--- src/rtl/hms_timekeeper.sv ---
// hms_timekeeper: BCD HH:MM:SS core with runtime 12/24-hour display and validated time loading.
// Define ALARM_EN to build the alarm registers and comparator; otherwise alarm is tied low.
module hms_timekeeper #(
    parameter int CLK_DIV = 50_000_000,
    parameter int DIV_W   = $clog2(CLK_DIV)
) (
    input  logic       clk,
    input  logic       rst,
    input  logic       run,
    input  logic       mode_12h,
    input  logic       set,
    input  logic [3:0] set_h1,
    input  logic [3:0] set_h0,
    input  logic [3:0] set_m1,
    input  logic [3:0] set_m0,
    input  logic [3:0] set_s1,
    input  logic [3:0] set_s0,
    input  logic       set_pm,
    input  logic       alarm_load,
    input  logic [3:0] alarm_h1,
    input  logic [3:0] alarm_h0,
    input  logic [3:0] alarm_m1,
    input  logic [3:0] alarm_m0,
    input  logic       alarm_arm,
    input  logic       alarm_ack,
    output logic [3:0] h1,
    output logic [3:0] h0,
    output logic [3:0] m1,
    output logic [3:0] m0,
    output logic [3:0] s1,
    output logic [3:0] s0,
    output logic       pm,
    output logic       sec_tick,
    output logic       day_wrap,
    output logic       set_err,
    output logic       alarm
);
    localparam logic [DIV_W-1:0] DIV_MAX = DIV_W'(CLK_DIV - 1);

    logic [3:0] hr1, hr0, mn1, mn0, sc1, sc0;
    logic [3:0] nh1, nh0, nm1, nm0, ns1, ns0;
    logic [DIV_W-1:0] div;
    logic       wrap, tick;
    logic       set_ok, alarm_err;
    logic [4:0] hr_bin, disp_bin, set_raw, set_hour;
    logic [7:0] disp_bcd, set_bcd;

    function automatic logic [7:0] to_bcd(input logic [4:0] v);
        logic [3:0] t;
        if (v >= 5'd20)      t = 4'd2;
        else if (v >= 5'd10) t = 4'd1;
        else                 t = 4'd0;
        return {t, 4'(v - 5'(t) * 5'd10)};
    endfunction

    assign tick = !set && run && (div == DIV_MAX);

    // One-second increment with BCD carries; hours wrap 23 -> 00.
    always_comb begin
        nh1 = hr1; nh0 = hr0; nm1 = mn1; nm0 = mn0; ns1 = sc1; ns0 = sc0;
        wrap = 1'b0;
        if (sc0 != 4'd9) ns0 = sc0 + 4'd1;
        else begin
            ns0 = 4'd0;
            if (sc1 != 4'd5) ns1 = sc1 + 4'd1;
            else begin
                ns1 = 4'd0;
                if (mn0 != 4'd9) nm0 = mn0 + 4'd1;
                else begin
                    nm0 = 4'd0;
                    if (mn1 != 4'd5) nm1 = mn1 + 4'd1;
                    else begin
                        nm1 = 4'd0;
                        if (hr1 == 4'd2 && hr0 == 4'd3) begin
                            nh1 = 4'd0; nh0 = 4'd0; wrap = 1'b1;
                        end else if (hr0 == 4'd9) begin
                            nh0 = 4'd0; nh1 = hr1 + 4'd1;
                        end else begin
                            nh0 = hr0 + 4'd1;
                        end
                    end
                end
            end
        end
    end

    // Load validation and 12-hour to 24-hour conversion (12 AM is hour 0).
    always_comb begin
        set_raw  = 5'(set_h1[1:0]) * 5'd10 + 5'(set_h0);
        set_ok   = (set_h0 <= 4'd9) && (set_m1 <= 4'd5) && (set_m0 <= 4'd9)
                && (set_s1 <= 4'd5) && (set_s0 <= 4'd9);
        set_hour = set_raw;
        if (mode_12h) begin
            set_ok = set_ok && ((set_h1 == 4'd0 && set_h0 != 4'd0)
                             || (set_h1 == 4'd1 && set_h0 <= 4'd2));
            if (set_raw == 5'd12) set_hour = set_pm ? 5'd12 : 5'd0;
            else                  set_hour = set_raw + (set_pm ? 5'd12 : 5'd0);
        end else begin
            set_ok = set_ok && ((set_h1 <= 4'd1) || (set_h1 == 4'd2 && set_h0 <= 4'd3));
        end
        set_bcd = to_bcd(set_hour);
    end

    always_ff @(posedge clk) begin
        if (rst) begin
            {hr1, hr0, mn1, mn0, sc1, sc0} <= '0;
            div      <= '0;
            sec_tick <= 1'b0;
            day_wrap <= 1'b0;
            set_err  <= 1'b0;
        end else begin
            sec_tick <= 1'b0;
            day_wrap <= 1'b0;
            set_err  <= (set && !set_ok) || alarm_err;
            if (set) begin
                if (set_ok) begin
                    {hr1, hr0} <= set_bcd;
                    {mn1, mn0, sc1, sc0} <= {set_m1, set_m0, set_s1, set_s0};
                    div <= '0;
                end
            end else if (run) begin
                if (div == DIV_MAX) begin
                    div <= '0;
                    {hr1, hr0, mn1, mn0, sc1, sc0} <= {nh1, nh0, nm1, nm0, ns1, ns0};
                    sec_tick <= 1'b1;
                    day_wrap <= wrap;
                end else begin
                    div <= div + 1'b1;
                end
            end
        end
    end

    assign hr_bin   = 5'(hr1[1:0]) * 5'd10 + 5'(hr0);
    assign pm       = (hr_bin >= 5'd12);
    assign disp_bin = !mode_12h       ? hr_bin :
                      (hr_bin == 5'd0) ? 5'd12 :
                      (hr_bin >= 5'd13) ? hr_bin - 5'd12 : hr_bin;
    assign disp_bcd = to_bcd(disp_bin);
    assign {h1, h0} = disp_bcd;
    assign {m1, m0, s1, s0} = {mn1, mn0, sc1, sc0};

`ifdef ALARM_EN
    logic [3:0] al_h1, al_h0, al_m1, al_m0;
    logic       alarm_ok, alarm_hit, alarm_r;

    assign alarm_ok  = ((alarm_h1 <= 4'd1) || (alarm_h1 == 4'd2 && alarm_h0 <= 4'd3))
                    && (alarm_h0 <= 4'd9) && (alarm_m1 <= 4'd5) && (alarm_m0 <= 4'd9);
    assign alarm_err = alarm_load && !alarm_ok;
    assign alarm_hit = tick && alarm_arm && ({ns1, ns0} == 8'h00)
                    && ({nh1, nh0, nm1, nm0} == {al_h1, al_h0, al_m1, al_m0});

    // Acknowledge or disarm wins over a trigger landing in the same cycle.
    always_ff @(posedge clk) begin
        if (rst) begin
            {al_h1, al_h0, al_m1, al_m0} <= '0;
            alarm_r <= 1'b0;
        end else begin
            if (alarm_load && alarm_ok)
                {al_h1, al_h0, al_m1, al_m0} <= {alarm_h1, alarm_h0, alarm_m1, alarm_m0};
            if (alarm_ack || !alarm_arm) alarm_r <= 1'b0;
            else if (alarm_hit)          alarm_r <= 1'b1;
        end
    end
    assign alarm = alarm_r;
`else
    logic unused_alarm;
    assign unused_alarm = ^{alarm_load, alarm_h1, alarm_h0, alarm_m1, alarm_m0,
                            alarm_arm, alarm_ack, tick};
    assign alarm_err = 1'b0;
    assign alarm     = 1'b0;
`endif
endmodule

--- config.mk ---
export PLATFORM = sky130hd
export DESIGN_NAME = hms_timekeeper
export DESIGN_NICKNAME = d
export VERILOG_FILES = /design/src/rtl/hms_timekeeper.sv
export SDC_FILE = /design/constraint.sdc
export NUM_CORES = 1
export LEC_CHECK = 0
export CAP_MARGIN = 20
export CORE_UTILIZATION = 40
export CTS_CLUSTER_DIAMETER = 50
export CTS_CLUSTER_SIZE = 40
export DETAILED_ROUTE_END_ITERATION = 8
export GPL_ROUTABILITY_DRIVEN = 0
export PLACE_DENSITY = 0.78
export SYNTH_ARGS = -nofsm -noshare
export SYNTH_HDL_FRONTEND = slang
export SYNTH_SLANG_ARGS = --single-unit
--- constraint.sdc ---
create_clock -name clk -period 4.6 [get_ports clk]
set_input_delay 0.92 -clock clk [delete_from_list [all_inputs] [get_ports clk]]
set_output_delay 0.92 -clock clk [all_outputs]
set_load 0.05 [all_outputs]
======== Word level (Yosys, flattened, before mapping) ========
Index checks and enable logic that the tools add are counted.
word-level totals
  register bits ........................... 53
  bits in latches ......................... 0
  bits in writable memories ............... 0
  memory bits (read-only) ................. 0
  input port bits ......................... 49
  output and inout bits ................... 29
  word-level logic and storage cells ...... 151
  memories ................................ 0
operators by class
  add/sub/neg operators ................... 13
  multipliers ............................. 4
  div/mod/pow operators ................... 0
  order comparisons ....................... 14
  eq/ne operators ......................... 16
  shift operators ......................... 0
  multiplexer cells ....................... 63
  bitwise operators ....................... 2
  reduce and logical (&&, ||, !) cells .... 29
operator list
  operator               number
  $mux 4                 47
  $mux 26                4
  $add 26x1->26 const B  1
  $eq 26x26->1 const B   1
  $mux 5                 5
  $add 4x1->4 const B    6
  $ge 5x4->1 const B     4
  $add 5x4->5            3
  $eq 4x2->1 const B     3
  $le 4x4->1 const B     3
  $logic_and 1x1->1      11
  $ge 5x5->1 const B     2
  $le 4x2->1 const B     2
  $le 4x3->1 const B     2
  $mul 2x3->4 const B    2
  $ne 2x2->1 const B     4
  $ne 4x3->1 const B     2
  $ne 4x4->1 const B     2
  $reduce_and 8->1       1
  $reduce_or 8->1        1
  $sub 4x4->4            2
  $reduce_and 7->1       1
  $mul 2x3->3 const B    2
  $reduce_and 6->1       1
  21 further kinds       29

======== Logic depth before layout (Yosys ltp) ========
Gate-level depths: netlist of the first run.
  depth after elaboration ................. 12
  mapped depth ............................ 18
  depth with buffers taken out ............ 18

======== Worst setup path before layout of the first run ========
OpenSTA, ideal clock, no wires.
  path type ............................... reg-to-output
  start point ............................. register hr1[0]
  end point ............................... output port h0[3]
  data arrival time ....................... 4928 ps
  path slack .............................. -1248 ps
  stages on the path, launching flop included .. 18
  path buffers ............................ 0
  cell sequence ........................... dfxtp_1 ha_1 inv_1 fa_1 xnor2_1 inv_1 ha_1 nor3_1 a21oi_1 o21a_1 mux2i_1 inv_1 o31ai_1 ha_1 inv_1 fa_1 a221oi_1 a311o_1
on the way
  cells in the longest elaborated chain, start to end .. 11
  elaborated cells between the ends (all ways) .. 14
RTL lines
  item                                       line  source
  start: declaration                         40    logic [3:0] hr1, hr0, mn1, mn0, sc1, sc0;
  start signal: assignment                   117   {hr1, hr0} <= set_bcd;
  start signal: assignment                   124   {hr1, hr0, mn1, mn0, sc1, sc0} <= {nh1, nh0, nm1, nm0, ns1, ns0};
  $mul 2x3->4 (*)                            134   assign hr_bin = 5'(hr1[1:0]) * 5'd10 + 5'(hr0);
  $add 5x4->5 (*)                            134
  $sub 5x4->5 or $ge 5x4->1 (tied branches)  138   (hr_bin >= 5'd13) ? hr_bin - 5'd12 : hr_bin;
  $mux 5                                     138
  $mux 5                                     137   (hr_bin == 5'd0) ? 5'd12 :
  $mux 5 (*)                                 136   assign disp_bin = !mode_12h ? hr_bin :
  $ge 5x4->1                                 51    else if (v >= 5'd10) t = 4'd1;
  $mux 1                                     51
  $mux 2 (*)                                 50    if (v >= 5'd20) t = 4'd2;
  net h1[0]                                  26    output logic [3:0] h1,
  $mul 2x3->3 (*)                            53    return {t, 4'(v - 5'(t) * 5'd10)};
  $sub 4x4->4 (*)                            53
  end: declaration                           27    output logic [3:0] h0,
Mark *: on every way through the listed nets, which the timed path passes. The rest lies on a longest branch.

======== Worst setup path after layout of the first run ========
  start point ............................. register hr1[0]
  end point ............................... output port h0[3]
on the way
  cells in the longest elaborated chain, start to end .. 11
  elaborated cells between the ends (all ways) .. 14
RTL lines
  item                                       line
  $mul 2x3->4 (*)                            134
  $add 5x4->5 (*)                            134
  $sub 5x4->5 or $ge 5x4->1 (tied branches)  138
  $mux 5                                     138
  $mux 5                                     137
  $mux 5 (*)                                 136
  $ge 5x4->1                                 51
  $mux 1                                     51
  $mux 2                                     50
  $mul 2x3->3                                53
  $sub 4x4->4 (*)                            53
Mark *: on every way between the ends. The rest lies on a longest branch, timed or not.

==> results of run 1 <==
[routing by layer]
layer  wire length (um)  vias up  share of wire (%)
met5                  0        -                  0
li1                   -     1918                  -
met2               4636       96                 49
met4                102        0                1.1
met3                421       11                4.4
met1               4372     1821                 46
[logic make-up (layout without fill, tap and decap cells)]
| group | after synthesis | count (layout) | share of synthesized area, % |
|---|---|---|---|
| AND/OR/NAND/NOR | 203 | 203 | 30.26 |
| AO/OA/AOI/OAI | 125 | 125 | 20.51 |
| flip-flops | 53 | 53 | 27.47 |
| buffers and inverters | 53 | 121 | 5.798 |
| XOR/XNOR | 23 | 23 | 5.215 |
| adder cells (fa/ha/maj) | 21 | 21 | 7.775 |
| multiplexers | 11 | 11 | 2.883 |
| other | 1 | 3 | 0.09709 |
[state kept, by name (all words and copies together) (netlist names)]
| name | flops |
|---|---|
| m1 | 4 |
| m0 | 4 |
| s1 | 4 |
| day_wrap | 1 |
| hr1 | 4 |
| hr0 | 4 |
| set_err | 1 |
| s0 | 4 |
| sec_tick | 1 |
| div | 26 |
[layout by cell type (no fill, tap or decap), types with 5 or more instances in the layout]
cell type,Yosys,layout
inv_1,31,27
xor2_1,10,10
nand2_1,39,39
nor4b_1,8,8
buf_4,4,27
nand4_1,13,13
o21ai_0,28,26
ha_1,16,12
a21oi_1,45,44
clkbuf_8,0,5
nor2b_1,8,8
clkdlybuf4s50_1,0,51
or4_1,5,5
a211oi_1,9,9
nor2_1,43,43
dfxtp_1,53,49
mux2i_1,10,8
or2_2,7,7
nor3_1,13,12
o211ai_1,6,6
xnor2_1,13,12
nand3_1,20,20
[Yosys cell counts (5+ instances only)]
cell type | n | area share (%)
ha_1 | 16 | 5.2
xor2_1 | 10 | 2.3
inv_1 | 31 | 3.0
nor2b_1 | 8 | 1.3
a211oi_1 | 9 | 1.7
nor2_1 | 43 | 4.2
o21ai_0 | 28 | 3.6
clkbuf_1 | 15 | 1.5
xnor2_1 | 13 | 2.9
fa_1 | 5 | 2.6
nand2_1 | 39 | 3.8
mux2i_1 | 10 | 2.6
dfxtp_1 | 53 | 27
or4_1 | 5 | 0.97
o211ai_1 | 6 | 1.2
or2_2 | 7 | 1.1
nand3_1 | 20 | 2.6
nor3_1 | 13 | 1.7
nand4_1 | 13 | 2.1
nor4b_1 | 8 | 1.8
a21oi_1 | 45 | 5.8
[worst register-to-register path, cell delays in order (launching register included)]
cell and delay, ns:
dfxtp_1 0.36, or4_4 0.55, nor4_4 0.37, and4_4 0.33, nand4_4 0.11, and2_4 0.22, or4_1 0.50, a21oi_1 0.15
[power by group through the flow]
| stage | clock (mW) | sequential (mW) | combinational, mW |
|---|---|---|---|
| final | 0.275 | 0.461 | 0.214 |
| after global routing | 0.297 | 0.461 | 0.234 |
| after CTS | 0.281 | 0.461 | 0.211 |
| after detailed placement | 0 | 0.472 | 0.206 |
| after global placement | 0 | 0.472 | 0.201 |
| after floorplan | 0 | 0.474 | 0.121 |
[timing repair]
item	in CTS	in global routing
resized for setup	8	11
endpoints found under the setup margin	2	4
pin swaps	4	3
buffers inserted	5	0
hold buffers	0	0
[stage by stage]
stage                     power, mW  utilization (%)  area [um^2]  setup WS, ns
after detailed placement     0.6781            50.74         4711       -0.1663
after floorplan              0.5946                -         3924       -0.1546
after global routing         0.9917            52.71         4893       -0.2729
after CTS                    0.9528            52.30         4856       -0.1540
final                        0.9488            52.71         4893       -0.1208
after global placement       0.6730            50.74         4711       -0.1006
[final timing paths]
check                from  endpoint  slack, ns  cells past startpoint
setup / recovery   hr1[0]     h0[3]      -0.12                     16
hold / removal    div[24]   div[24]       0.50                      2
setup reg to reg   div[7]    hr1[2]       1.94                      7
hold reg to reg   div[24]   div[24]       0.50                      2
[area by class of cell]
cell class | instances | area [um^2]
Fill cell | 872 | 4390
Multi-Input combinational cell | 386 | 2671
Timing Repair Buffer | 82 | 777.0
Clock inverter | 3 | 22.52
Inverter | 31 | 118.9
Sequential cell | 53 | 1074
Tap cell | 129 | 161.4
Clock buffer | 5 | 68.82
==> metrics.txt, run 1 <==
worst path bufs/invs=4; Avg Inst Size Synth=7.883 um^2; synth warn=0; Initial Utilization=41.60%; largest net degree at the start of global routing=33; Max VDD drop=0.1261 mV; final hold vios=0; Post-Synthesis Cells=490; Final setup viols=1; logic gate share of total power=22.5%; synthesized cell area=0.003862 mm^2; minimum clock period=4.721 ns; met3 Use GR=3.552%; violated checks=setup timing; total congestion overflow=0; placed insts=676; DRT Wirelength=9534 um; Sw Share=29.64%; Slew HR=52.84%; post-route ant nets=0; Crit-path slowest cell=fa_2; CP arrival=3.80 ns; Worst setup EP type=output port; cell row count=35; Leakage=1.840 nW; GRT Total Usage=20.04%; first-pass GRT wire length=16620 um; Fmax=211.8 MHz; MaxCap Viol Count=0; ys flop type=dfxtp_1; clock transition at the registers of the reported paths=0.10 ns; P_sw=0.2812 mW; ys async rst share=0%; ant diodes=0; Critical Path RT=3.68 ns; drt first pass iters=7; CP top delay family=adder cells; CP startpoint kind=flop; fin nets=629; CTS tree=yes; drt drc=0; die extent in y=100.3 um; met1 usage=26.38%; register share of total power=48.6%; HP Class=reg2reg; RSZ-0062 raised after global routing=true; library cells used by synthesis=74; Layout Skew=0.01115 ns; DIE WIDTH=100.3 um; I/O Pins=78; Iteration-0 DRC Markers=188; share of layout cells above drive strength 1=16.96%; Num CTS Buffers=5; CP max stage delay=0.56 ns; register bit total from synthesis=53; Finished Layout Cells=689; clk_lat worst skew=0.32 ns; initial antenna violation count=0; CTS Buffer Depth=2; setup TNS=-0.1208 ns; vias in the first global route=3685; H-tree depth=2; wire per inst=13.84 um; M2 GR Usage=32.93%; clock root buffer=clkbuf_8; core area=0.009284 mm^2; Pins Over Slew Limit=0; maximum fanout along the worst path=6; via count=3846; setup slack after layout=-0.1208 ns; synthesis-to-layout area growth=26.69%; kind of critical path=reg2out; critical path, cell by cell=ha_4 -> inv_2 -> fa_2 -> inv_4 -> ha_2 -> o21ai_2 -> a21oi_1 -> o21a_1 -> o22a_2 -> o31ai_4 -> ha_2 -> inv_2 -> fa_2 -> and3_1 -> a311o_2 -> buf_6; Port Buffer Count=55; CTS sink count=53; status=finished with violations; clock network fraction of total power=28.9%; sequential fraction of the synthesis area=27.47%; HPWL after DPL=7214 um; worst-margin pin slew=0.7074 ns; Via density=5.582; DIE AREA=0.01005 mm^2; GRT busiest layer=met2; number of flops mapped to enable cells by yosys=0; Pint=0.6676 mW; Hold WS=0.5011 ns; final critical-path share of the clock period=102.6%; power per cell area=193.9 mW/mm^2
Note: power is estimated with default switching activity, not from simulation.
==> run 2, diff against run 1 <==
--- a/config.mk
+++ b/config.mk
@@ -6,12 +6,13 @@
 export NUM_CORES = 1
 export LEC_CHECK = 0
 export CAP_MARGIN = 20
-export CORE_UTILIZATION = 40
+export CORE_UTILIZATION = 35
 export CTS_CLUSTER_DIAMETER = 50
 export CTS_CLUSTER_SIZE = 40
 export DETAILED_ROUTE_END_ITERATION = 8
+export DONT_BUFFER_PORTS = 1
 export GPL_ROUTABILITY_DRIVEN = 0
-export PLACE_DENSITY = 0.78
+export PLACE_DENSITY = 0.62
 export SYNTH_ARGS = -nofsm -noshare
 export SYNTH_HDL_FRONTEND = slang
 export SYNTH_SLANG_ARGS = --single-unit
==> metrics.txt, run 2 (synthesis gave the netlist of run 1 again) <==
vias in the first global route=3372 (was 3685); post-route ant nets=0 (unchanged); commonest non-fill, non-tap cell in the layout=dfxtp_1 (was clkdlybuf4s50_1); Fmax=210.4 MHz (was 211.8 MHz); initial antenna violation count=0 (unchanged); kind of critical path=reg2out (unchanged); Crit-path slowest cell=fa_2 (unchanged); Pins Over Slew Limit=0 (unchanged); RSZ-0062 raised after global routing=true (unchanged); minimum clock period=4.753 ns (was 4.721 ns); setup TNS=-0.1531 ns (was -0.1208 ns); synthesis-to-layout area growth=9.653% (was 26.69%); fillers=1041 (was 872); DIE WIDTH=107.1 um (was 100.3 um); CP startpoint kind=flop (unchanged); Slew HR=51.73% (was 52.84%); status=finished with violations (unchanged); setup slack after layout=-0.1531 ns (was -0.1208 ns); DIE AREA=0.01146 mm^2 (was 0.01005 mm^2); Layout Skew=0.01598 ns (was 0.01115 ns); maximum fanout along the worst path=5 (was 6); CP top delay family=adder cells (unchanged); CP arrival=3.83 ns (was 3.80 ns); Num CTS Buffers=5 (unchanged); P_sw=0.2449 mW (was 0.2812 mW); Pwr Total=0.8960 mW (was 0.9488 mW); Leakage=1.552 nW (was 1.840 nW); core area=0.01051 mm^2 (was 0.009284 mm^2); first-pass GRT wire length=15800 um (was 16620 um); Critical Path RT=3.68 ns (about the same); Iteration-0 DRC Markers=213 (was 188); fin nets=560 (was 629); clk_lat worst skew=0.31 ns (was 0.32 ns); clock root buffer=clkbuf_8 (unchanged); critical path, cell by cell=ha_4 -> inv_2 -> fa_2 -> inv_4 -> ha_2 -> o21ai_1 -> a21oi_1 -> o21a_1 -> o22a_2 -> o31ai_4 -> ha_2 -> inv_2 -> fa_2 -> and3_1 -> a311o_2 (was ha_4 -> inv_2 -> fa_2 -> inv_4 -> ha_2 -> o21ai_2 -> a21oi_1 -> o21a_1 -> o22a_2 -> o31ai_4 -> ha_2 -> inv_2 -> fa_2 -> and3_1 -> a311o_2 -> buf_6); Via density=5.676 (was 5.582); CP max stage delay=0.55 ns (was 0.56 ns); max reg flops=26 (unchanged); Pint=0.6511 mW (was 0.6676 mW); drt first pass iters=4 (was 7); wire per inst=14.85 um (was 13.84 um); Biggest register=div (unchanged); CTS tree=yes (unchanged); Worst setup EP type=output port (unchanged); GRT Total Usage=16.78% (was 20.04%); Port Buffer Count=0 (was 55); total congestion overflow=0 (unchanged); drt drc=0 (unchanged); via count=3559 (was 3846); logic gate share of total power=15.6% (was 22.5%); I/O Pins=78 (unchanged); worst path bufs/invs=3 (was 4); most frequent cells in the layout=dfxtp_1, a21oi_1, nor2_1 (was clkdlybuf4s50_1, dfxtp_1, a21oi_1); HPWL after DPL=6927 um (was 7214 um); H-tree depth=2 (unchanged); violated checks=setup timing (unchanged); cell row count=37 (was 35); register share of total power=51.7% (was 48.6%); HP Class=reg2reg (unchanged); MaxCap Viol Count=0 (unchanged); DRT Wirelength=9313 um (was 9534 um); CTS Buffer Depth=2 (unchanged); power per cell area=211.6 mW/mm^2 (was 193.9 mW/mm^2); clock network fraction of total power=32.8% (was 28.9%); worst-margin pin slew=0.7197 ns (was 0.7074 ns); largest net degree at the start of global routing=45 (was 33); final critical-path share of the clock period=103.3% (was 102.6%); Max VDD drop=0.1116 mV (was 0.1261 mV); die extent in y=107.1 um (was 100.3 um); clock transition at the registers of the reported paths=0.10 ns (about the same); share of layout cells above drive strength 1=15.07% (was 16.96%); CTS sink count=53 (unchanged); Initial Utilization=36.75% (was 41.60%); final hold vios=0 (unchanged); Sw Share=27.34% (was 29.64%); Final setup viols=1 (unchanged); ant diodes=0 (unchanged)
## run 2: cell count changes in the layout (fill, tap and decap cells not counted), moves of 2 or more
cell | before | now
o21ai_2 | 2 | 0
clkbuf_8 | 5 | 7
o21ai_1 | 1 | 3
clkinv_4 | 2 | 0
buf_4 | 27 | 12
clkdlybuf4s50_1 | 51 | 0
mux2i_2 | 2 | 0
## run 2: worst register-to-register path, cell delays in order, from the launching register on
cell and delay (ns):
dfxtp_1 0.75, ha_1 0.30, and3b_2 0.24, and4_2 0.30, nand4_1 0.15, o22ai_1 0.56
o2111ai_1 0.21, o211ai_1 0.22, nor3_1 0.06
## run 2: timing repair
action                                  4_1_cts  5_1_grt
pin swaps                                     4        8
endpoints found under the setup margin        2        2
hold buffers                                  0        0
buffers inserted                              4        2
resized for setup                             8        6
## run 2: path summary, 6_finish.rpt
| path | start | endpoint | slack [ns] | cells past startpoint |
|---|---|---|---|---|
| hold / removal | hr1[3] | hr1[3] | 0.50 | 2 |
| hold reg to reg | hr1[3] | hr1[3] | 0.50 | 2 |
| setup / recovery | hr1[0] | h0[3] | -0.15 | 15 |
| setup reg to reg | s1[0] | hr0[3] | 1.70 | 8 |
## run 2: through the flow
step                      hold WS, ns  setup slack [ns]  area (um^2)  std cells  utilization, %
final                          0.5014           -0.1531         4235        627           40.30
after CTS                      0.4975           -0.1444         4194        625           39.91
after detailed placement       0.4804           0.05133         4051        613           38.55
after floorplan                0.4573           -0.1546         3924        492               -
after global routing           0.5263           -0.3169         4235        627           40.30
after global placement         0.4681            0.1520         4051        613           38.55
## run 2: final cells by class
type	count	area [um^2]	share of cell area, %
multi-input cells	386	2661	62.84
well taps	136	170.2	4.018
inverters	31	118.9	2.807
clock buffers	7	96.34	2.275
clock inverters	1	5.005	0.1182
flip-flops and latches	53	1074	25.35
repair buffers	13	110.1	2.600
## run 2: routing by layer
metal	vias up	part of all wire, %	track usage (%)
met2	83	46	27.93
met3	8	4.2	3.040
li1	1769	-	-
met1	1699	48	22.50
met5	-	0	0
met4	0	0.98	3.718
## run 2: power groups by stage
stage	logic [mW]	registers, mW	clock network [mW]
after CTS	0.137	0.464	0.298
after floorplan	0.121	0.474	0
after global placement	0.132	0.474	0
after detailed placement	0.134	0.474	0
final	0.139	0.463	0.294
after global routing	0.156	0.463	0.314
==> run 3, diff against run 2 <==
--- a/config.mk
+++ b/config.mk
@@ -16,3 +16,4 @@
 export SYNTH_ARGS = -nofsm -noshare
 export SYNTH_HDL_FRONTEND = slang
 export SYNTH_SLANG_ARGS = --single-unit
+export TNS_END_PERCENT = 100
==> results of run 3 <==
Final layout, timing and power as in run 2 (identical DEF).
